==> src/rtl/comb_bench_seq_ctrl.sv <==
// rtl/comb_bench_seq_ctrl.sv - pattern sequencer and MISR response compactor for comb benchmark netlists
//
// Purpose: applies every input pattern (binary count or LFSR) to one netlist,
// waits SETTLE extra cycles per pattern, folds each response into a MISR and
// reports the final signature through a start/busy/done handshake.
//
// Ports:
//   clk        single clock, all state on rising edge
//   rst        synchronous active-high reset
//   start      begin a run (honoured in IDLE or DONE)
//   abort      stop a run in progress, signature/pat_count frozen
//   mode       0 = exhaustive binary count, 1 = LFSR (latched at start)
//   pat_out    pattern driven onto the netlist inputs
//   resp_in    netlist outputs
//   busy       high while applying/capturing
//   done       high while in DONE
//   signature  live MISR contents
//   pat_count  patterns captured so far
module comb_bench_seq_ctrl #(
    parameter int                IN_W      = 8,
    parameter int                OUT_W     = 26,
    parameter int                SETTLE    = 1,
    parameter logic [IN_W-1:0]   LFSR_SEED = 8'h01,
    parameter logic [IN_W-1:0]   LFSR_POLY = 8'hB8,
    parameter logic [OUT_W-1:0]  MISR_POLY = 26'h0000047
) (
    input  logic              clk,
    input  logic              rst,
    input  logic              start,
    input  logic              abort,
    input  logic              mode,
    output logic [IN_W-1:0]   pat_out,
    input  logic [OUT_W-1:0]  resp_in,
    output logic              busy,
    output logic              done,
    output logic [OUT_W-1:0]  signature,
    output logic [IN_W:0]     pat_count
);

    // Settle counter is at least one bit wide so SETTLE=0 still elaborates.
    localparam int SW = (SETTLE > 0) ? $clog2(SETTLE + 1) : 1;
    localparam logic [SW-1:0] SETTLE_V = SW'(SETTLE);

    // Run length: 2^IN_W in count mode, 2^IN_W-1 in LFSR mode (all-zero state excluded).
    localparam logic [IN_W:0] TOTAL_CNT  = {1'b1, {IN_W{1'b0}}};
    localparam logic [IN_W:0] LAST_CNT_0 = TOTAL_CNT - (IN_W+1)'(1);
    localparam logic [IN_W:0] LAST_CNT_1 = TOTAL_CNT - (IN_W+1)'(2);

    typedef enum logic [1:0] {
        ST_IDLE    = 2'd0,
        ST_APPLY   = 2'd1,
        ST_CAPTURE = 2'd2,
        ST_DONE    = 2'd3
    } state_t;

    state_t             state_q, state_d;
    logic [IN_W-1:0]    pat_q, pat_d;
    logic [OUT_W-1:0]   sig_q, sig_d;
    logic [IN_W:0]      cnt_q, cnt_d;
    logic [SW-1:0]      settle_q, settle_d;
    logic               mode_q, mode_d;

    logic               launch;
    logic [IN_W:0]      last_cnt;
    logic [IN_W-1:0]    pat_next;
    logic [OUT_W-1:0]   sig_fold;

    always_comb begin
        // A start in DONE together with abort is an abort, not a restart.
        launch   = start && ((state_q == ST_IDLE) || ((state_q == ST_DONE) && !abort));
        last_cnt = mode_q ? LAST_CNT_1 : LAST_CNT_0;
        pat_next = mode_q ? {pat_q[IN_W-2:0], ^(pat_q & LFSR_POLY)}
                          : pat_q + IN_W'(1);
        sig_fold = {sig_q[OUT_W-2:0], 1'b0}
                 ^ (sig_q[OUT_W-1] ? MISR_POLY : {OUT_W{1'b0}})
                 ^ resp_in;
    end

    always_comb begin
        state_d  = state_q;
        pat_d    = pat_q;
        sig_d    = sig_q;
        cnt_d    = cnt_q;
        settle_d = settle_q;
        mode_d   = mode_q;

        if (launch) begin
            mode_d   = mode;
            pat_d    = mode ? LFSR_SEED : {IN_W{1'b0}};
            sig_d    = {OUT_W{1'b0}};
            cnt_d    = {(IN_W+1){1'b0}};
            settle_d = SETTLE_V;
            state_d  = ST_APPLY;
        end else begin
            case (state_q)
                ST_APPLY: begin
                    if (abort) begin
                        state_d = ST_IDLE;
                        pat_d   = {IN_W{1'b0}};
                    end else if (settle_q == '0) begin
                        state_d = ST_CAPTURE;
                    end else begin
                        settle_d = settle_q - SW'(1);
                    end
                end
                ST_CAPTURE: begin
                    // Abort takes priority over the fold so the signature
                    // reflects only completed captures.
                    if (abort) begin
                        state_d = ST_IDLE;
                        pat_d   = {IN_W{1'b0}};
                    end else begin
                        sig_d = sig_fold;
                        cnt_d = cnt_q + (IN_W+1)'(1);
                        if (cnt_q == last_cnt) begin
                            state_d = ST_DONE;
                        end else begin
                            pat_d    = pat_next;
                            settle_d = SETTLE_V;
                            state_d  = ST_APPLY;
                        end
                    end
                end
                ST_DONE: begin
                    if (abort && start) begin
                        state_d = ST_IDLE;
                    end
                end
                default: begin
                    state_d = state_q;
                end
            endcase
        end
    end

    always_ff @(posedge clk) begin
        if (rst) begin
            state_q  <= ST_IDLE;
            pat_q    <= {IN_W{1'b0}};
            sig_q    <= {OUT_W{1'b0}};
            cnt_q    <= {(IN_W+1){1'b0}};
            settle_q <= {SW{1'b0}};
            mode_q   <= 1'b0;
        end else begin
            state_q  <= state_d;
            pat_q    <= pat_d;
            sig_q    <= sig_d;
            cnt_q    <= cnt_d;
            settle_q <= settle_d;
            mode_q   <= mode_d;
        end
    end

    assign pat_out   = pat_q;
    assign signature = sig_q;
    assign pat_count = cnt_q;
    assign busy      = (state_q == ST_APPLY) || (state_q == ST_CAPTURE);
    assign done      = (state_q == ST_DONE);

endmodule

==> config.mk <==
export PLATFORM = sky130hd
export DESIGN_NAME = comb_bench_seq_ctrl
export DESIGN_NICKNAME = d
export VERILOG_FILES = /design/src/rtl/comb_bench_seq_ctrl.sv
export SDC_FILE = /design/constraint.sdc
export NUM_CORES = 1
export LEC_CHECK = 0
export CAP_MARGIN = 10
export CORE_MARGIN = 1.5
export CORE_UTILIZATION = 38
export DETAILED_ROUTE_END_ITERATION = 16
export DONT_BUFFER_PORTS = 1
export MAX_ROUTING_LAYER = met4
export PLACE_DENSITY = 0.6
export SLEW_MARGIN = 40
export SYNTH_ARGS = -nofsm -noshare
export SYNTH_HDL_FRONTEND = slang
export SYNTH_SLANG_ARGS = --single-unit
==> constraint.sdc <==
create_clock -name clk -period 2.6 [get_ports clk]
set_clock_uncertainty 0.2 [all_clocks]
set_input_delay 0.13 -clock clk [delete_from_list [all_inputs] [get_ports clk]]
set_output_delay 0.13 -clock clk [all_outputs]
set_load 0.05 [all_outputs]
### Word-level counts from Yosys, hierarchy flattened

Index checks and enable logic that the tools add are counted.

* input port bits: 31
* bits in registers: 47
* output and inout bits: 45
* word-level logic and storage cells: 65

* reduce and logical (&&, ||, !) cells: 17
* multiplexer cells: 22
* bitwise gates (word level): 3
* equal/unequal tests: 13
* add/sub/neg operators: 3

Operators by type and width (count)
* $mux 8: 5
* $xor 26x26->26: 1
* $xor 26x7->26: 1
* $pmux 8 s2: 1
* $ne 3x3->1 const B: 5
* $mux 2: 5
* $add 9x1->9 const B: 1
* $eq 9x8->1: 1
* $reduce_and 3->1: 3
* $add 8x1->8 const B: 1
* $mux 1: 8
* $ne 4x4->1 const B: 2
* $reduce_xor 8->1: 1
* $mux 7: 1
* $pmux 2 s3: 1
* $reduce_bool 3->1: 2
* $eq 2x2->1 const B: 2
* $reduce_and 4->1: 1
* $reduce_bool 4->1: 1
* $logic_and 1x1->1: 3
* $ne 3x1->1 const B: 1
* $eq 2x1->1 const B: 1
* $logic_not 2->1: 1
* $logic_or 1x1->1: 2
* 7 further kinds: 7

### Logic depth before layout (Yosys ltp)

* depth after elaboration: 6
* depth in mapped cells: 8
* gate-level depth less buffers: 7

### Least setup slack after synthesis

Ideal clock, no wire load.

* path kind: reg-to-reg
* start point: register state_q[0]
* end point: register pat_q[3], in the netlist pat_out[3]
* cell stages (with the launch flop): 7
* setup time: 70 ps
* path slack: 272 ps
* buffers on the path: 0
* arrival: 2059 ps
* data required time: 2330 ps
* period minus slack after synthesis: 2328 ps
* cells stage by stage: dfxtp_1 ha_1 and2b_2 o21ai_2 o211a_4 or4_1 a21oi_1

* word-level cells in the longest chain between the ends: 6
* elaborated cells between the ends (all ways): 13
* classes of those cells: eq/ne: 5; mux: 2; reduce/logical: 6

RTL lines
* start, declared: line 56 `state_t state_q, state_d;`
* start signal, assigned: line 145 `state_q <= state_d;`
* $eq 2x2->1 (*)
* net done: line 35 `output logic done,`
* $logic_and 1x1->1 (*): line 70 `launch = start && ((state_q == ST_IDLE) || ((state_q == ST_DONE) && !abort));`
* $logic_or 1x1->1 (*): line 70
* $logic_and 1x1->1 (*): line 70
* $ne 4x4->1 (no line) (tied with other cells)
* $reduce_and 3->1 (no line)
* end signal, assigned: line 139 `pat_q <= {IN_W{1'b0}};`
* end signal, assigned: line 146 `pat_q <= pat_d;`
* end, declared: line 57 `logic [IN_W-1:0] pat_q, pat_d;`

Mark *: on every way through the listed nets, which the timed path passes. The rest lies on a longest branch.
A chain may end at the register's enable or synchronous reset.

### Worst setup path in the final report

* start point: register state_q[1]
* end point: register state_q[0]

* word-level cells in the longest chain between the ends: 6
* elaborated cells between the ends (all ways): 13
* classes of those cells: eq/ne: 5; mux: 2; reduce/logical: 6

RTL lines (line)
* $eq 2x2->1: 70, 95
* $logic_and 1x1->1: 70
* $logic_or 1x1->1: 70
* $logic_and 1x1->1: 70
* $ne 4x4->1 (no line) (tied with other cells)
* $reduce_and 3->1 (no line)

Several ways; a longest one is shown, not always the timed one.

==> qor_table.md <==
| Step | Parameter | Reported |
| --- | --- | --- |
| run status | Result of the run | complete, no violations |
| global routing | Global routing usage summed across all routing layers | 18.12% |
| die | Top-level I/O count | 76 |
| die | Starting density of the core | 39.41% |
| power | Switching portion of total power | 37.61% |
| clock tree | Num Clock Sinks | 47 |
| die | Horiz. Die Dim | 84.15 um |
| routing | Number of nets still failing antenna checks after routing | 0 |
| placed design | Instance area after placement | 2653 um2 |
| power | PwrDens | 658.5 nW/um2 |
| global routing | GR Overflow Total | 0 |
| finish | Non-filler instance count after layout | 409 |
| sta | Total count of max-transition violations in the final report | 0 |
| sta | Setup-violating endpoint count in the final report | 0 |
| power | Sequential fraction of design power | 42.9% |
| synthesis | Post-synthesis sequential area ratio | 37.60% |
| global routing | Number of global-route vias before repair | 2076 |
| sta | Final setup TNS | 0 ps |
| synthesis | Area share of the largest cell type after synthesis | 37.60% |
| placed design | Final RePlAce weighted congestion | 0.7852 |
| clock tree | Deepest clock path buffer count | 2 |
| synthesis | Most frequently used flop master after synthesis | sky130_fd_sc_hd__dfxtp_1 |
| clock tree | CTS Root Cell | sky130_fd_sc_hd__clkbuf_8 |
| finish | Fraction of final layout cells sized beyond drive strength 1 | 15.06% |
| clock tree | TritonCTS clock tree | done |
| synthesis | Share of flip-flops with an asynchronous set or reset after synthesis | 0% |
| clock tree | Number of buffers inserted during clock tree synthesis | 5 |
| power | Total net switching power | 771.6 uW |
| routing | Highest signal layer in the routed design | met4 |
| sta | Final Hold Fails | 0 |
| synthesis | Mean post-synth cell area | 8.811 um2 |
| synthesis | Synthesized instance count | 284 |
| clock tree | Clock-pin slew reported for the worst setup and hold paths after clock tree synthesis | 90 ps |
| sta | Tmin final | 2492 ps |
| sta | RSZ-0062 raised after global routing | false |
| global routing | Maximum number of pins on one net before global-route repair | 53 |
| routing | DR iter-0 viols | 115 |
| global routing | Wire length of the first global-routing pass | 10250 um |
| synthesis | Top cell type by total area after synthesis | sky130_fd_sc_hd__dfxtp_1 |
| routing | Post-detailed-route via-to-cell ratio | 5.347 |
| routing | Wirelength, routed | 6055 um |
| die | Site Rows | 29 |
| power | Worst supply voltage drop on vdd | 346.6 uV |
| critical path | Setup crit start kind | register |
| power | Combinational group share of total power | 34.0% |
| power | P_leak | 0.001067 uW |
| run | Max-cap violations | 0 |
| clock tree | CTS H-tree lvls | 2 |
| sta | Final worst-path cycle share | 95.86% |
| synthesis | Synthesized flop and latch total | 47 |
| critical path | Required time reported for the critical path endpoint | 2590 ps |
| sta | Fmax | 401.2 MHz |
| routing | Number of iterations in the first detailed-routing pass | 4 |
| die | Die area | 7081 um2 |
| finish | Synth-to-Final Area Change | 24.50% |
| synthesis | Warnings, synthesis | 0 |
| placed design | Pre-CTS setup slack | 314.3 ps |
| critical path | Start-to-end type of the worst setup path | register to register |
| critical path | Maximum fanout count along the critical path | 4 |
| finish | Summed area of non-filler cells in the final layout | 3115 um2 |
| routing | Post-route met1 wirelength | 2681 um |
| die | Die extent in y | 84.15 um |
| synthesis | Cell variety after synth | 51 |
| routing | Routed vias | 2187 |
| finish | Post-layout util | 49.06% |
| placed design | Buffers added on ports | 0 |
| routing | Remaining design rule violation count | 0 |
| routing | Wire length per cell | 14.80 um |
| routing | Sum of met2 wire segment lengths after detailed routing | 2969 um |
| sta | Worst-Margin Slew | 656.0 ps |
| routing | Length of routed met3 wiring | 345 um |
| critical path | Kind of end point of the critical path | register |
| synthesis | Net count after synthesis | 323 |
| placed design | Cell count after placement | 366 |
| critical path | Data arrival time of the worst path | 2480 ps |
| sta | Setup slack of the critical path after layout | 107.6 ps |
| finish | Final antenna diode count | 0 |
| finish | Layout filler cell count | 614 |
| sta | Relative slew margins | 56.21% |
| global routing | Number of antenna violations at the first check in global routing | 0 |
| power | Relative contribution of the clock network to total power | 23.1% |
| clock tree | Source-to-sink clock delay at the later pin of the worst-skew pair | 300 ps |
| finish | Total number of nets in the final design | 370 |
| synthesis | Netlist area before placement | 2502 um2 |
| synthesis | Number of flops mapped to enable cells by yosys | 0 |
| worst hold path | Worst min-delay path category | input pin to register |
| placed design | Detailed-placement wirelength estimate | 3991 um |
| power | Pint | 1280 uW |
| synthesis | Biggest area contributors in the synthesized netlist | sky130_fd_sc_hd__dfxtp_1 (38%), sky130_fd_sc_hd__xnor2_1 (11%), sky130_fd_sc_hd__a211oi_1 (7.2%) |
| die | Core box area | 6350 um2 |
[area by class of cell]
| cell class | instances | area (um2) | area share [%] |
|---|---|---|---|
| Tap cell | 77 | 96.34 | 3.092 |
| Sequential cell | 47 | 943.4 | 30.28 |
| Timing Repair Buffer | 56 | 506.7 | 16.27 |
| Clock buffer | 6 | 82.58 | 2.651 |
| Multi-Input combinational cell | 217 | 1455 | 46.71 |
| Inverter | 4 | 15.01 | 0.4819 |
| Clock inverter | 2 | 16.27 | 0.5221 |
[layout by cell type (no fill, tap or decap), types with 6 or more instances in the layout]
master,Yosys,routed
sky130_fd_sc_hd__clkbuf_8,4,6
sky130_fd_sc_hd__a21oi_1,21,21
sky130_fd_sc_hd__a211oi_1,24,24
sky130_fd_sc_hd__buf_4,1,22
sky130_fd_sc_hd__xnor2_1,32,32
sky130_fd_sc_hd__ha_1,8,7
sky130_fd_sc_hd__dfxtp_1,47,45
sky130_fd_sc_hd__nor2_1,37,37
sky130_fd_sc_hd__xor2_1,6,6
sky130_fd_sc_hd__dlygate4sd3_1,0,33
sky130_fd_sc_hd__nand2_1,26,26
sky130_fd_sc_hd__o21ai_0,11,11
[registers in the layout, summed over array words and instances (netlist names)]
signal,cells
signature,26
pat_count,9
pat_out,8
state_q,2
mode_q,1
settle_q,1
[cells in the mapped netlist (2+ instances only)]
master and number:
sky130_fd_sc_hd__clkbuf_1 8, sky130_fd_sc_hd__nand3_1 3, sky130_fd_sc_hd__o21ai_0 11, sky130_fd_sc_hd__nand4_1 4, sky130_fd_sc_hd__nor3_1 4, sky130_fd_sc_hd__ha_1 8
sky130_fd_sc_hd__a211oi_1 24, sky130_fd_sc_hd__clkbuf_8 4, sky130_fd_sc_hd__o22ai_1 2, sky130_fd_sc_hd__buf_1 2, sky130_fd_sc_hd__dfxtp_1 47, sky130_fd_sc_hd__o22a_1 2
sky130_fd_sc_hd__nand2_1 26, sky130_fd_sc_hd__xor2_1 6, sky130_fd_sc_hd__nand2b_1 2, sky130_fd_sc_hd__o21a_1 3, sky130_fd_sc_hd__nor2_1 37, sky130_fd_sc_hd__or3_1 3
sky130_fd_sc_hd__or4_1 2, sky130_fd_sc_hd__xnor2_1 32, sky130_fd_sc_hd__a21oi_1 21, sky130_fd_sc_hd__inv_1 4
[path summary, 6_finish.rpt]
kind                            startpoint  slack [ps]    endpoint  cells past startpoint
worst min-delay path                 start          40  pat_out[0]                      3
worst min register to register  state_q[1]         330  state_q[1]                      2
worst max register to register  state_q[1]         110  state_q[0]                      7
worst max-delay path            state_q[1]         110  state_q[0]                      7
[metal layers]
metal	track usage, %	vias to the layer above
met5	-	-
met4	4.471	0
met3	4.916	6
met2	30.40	60
met1	21.60	1030
li1	-	1091
[stage by stage]
| step | hold WS (ps) | power (uW) |
|---|---|---|
| floorplan | 63.31 | 1391 |
| global placement | 1.353 | 1494 |
| detailed placement | 4.040 | 1503 |
| CTS | 10.58 | 2053 |
| finish | 43.84 | 2052 |
| global route | 50.24 | 2171 |
[kinds of logic (layout without fill, tap and decap cells)]
kind of cell | Yosys count | in the layout | synth area share [%]
mux | 2 | 2 | 0.8500
buf+inv | 20 | 68 | 5.050
simple gates | 92 | 92 | 18.00
xor+xnor | 39 | 39 | 13.95
fa+ha+maj | 8 | 8 | 4.000
compound gates | 76 | 76 | 20.55
flops | 47 | 47 | 37.60
[power by group through the flow]
stage | Combinational [uW] | Sequential [uW] | Clock, uW
after floorplan | 470 | 921 | 0
after global placement | 604 | 891 | 0
after detailed placement | 610 | 893 | 0
after CTS | 684 | 875 | 494
after global routing | 768 | 888 | 515
final | 697 | 881 | 474
[repair_timing]
action | 4_1_cts | 5_1_grt
hold buffers | 33 | 1
endpoints found under the hold margin | 39 | 1
resized for setup | 0 | 6
endpoints found under the setup margin | 0 | 3
setup buffers | 0 | 2
[critical path: stages (launching register included)]
cell and delay (ps):
sky130_fd_sc_hd__dfxtp_2 390, sky130_fd_sc_hd__ha_1 220, sky130_fd_sc_hd__buf_6 190, sky130_fd_sc_hd__mux2_2 340, sky130_fd_sc_hd__a32o_1 220, sky130_fd_sc_hd__o21ai_0 170
sky130_fd_sc_hd__a21oi_1 90, sky130_fd_sc_hd__dlygate4sd3_1 570
Power figures use the tool's default switching activity.
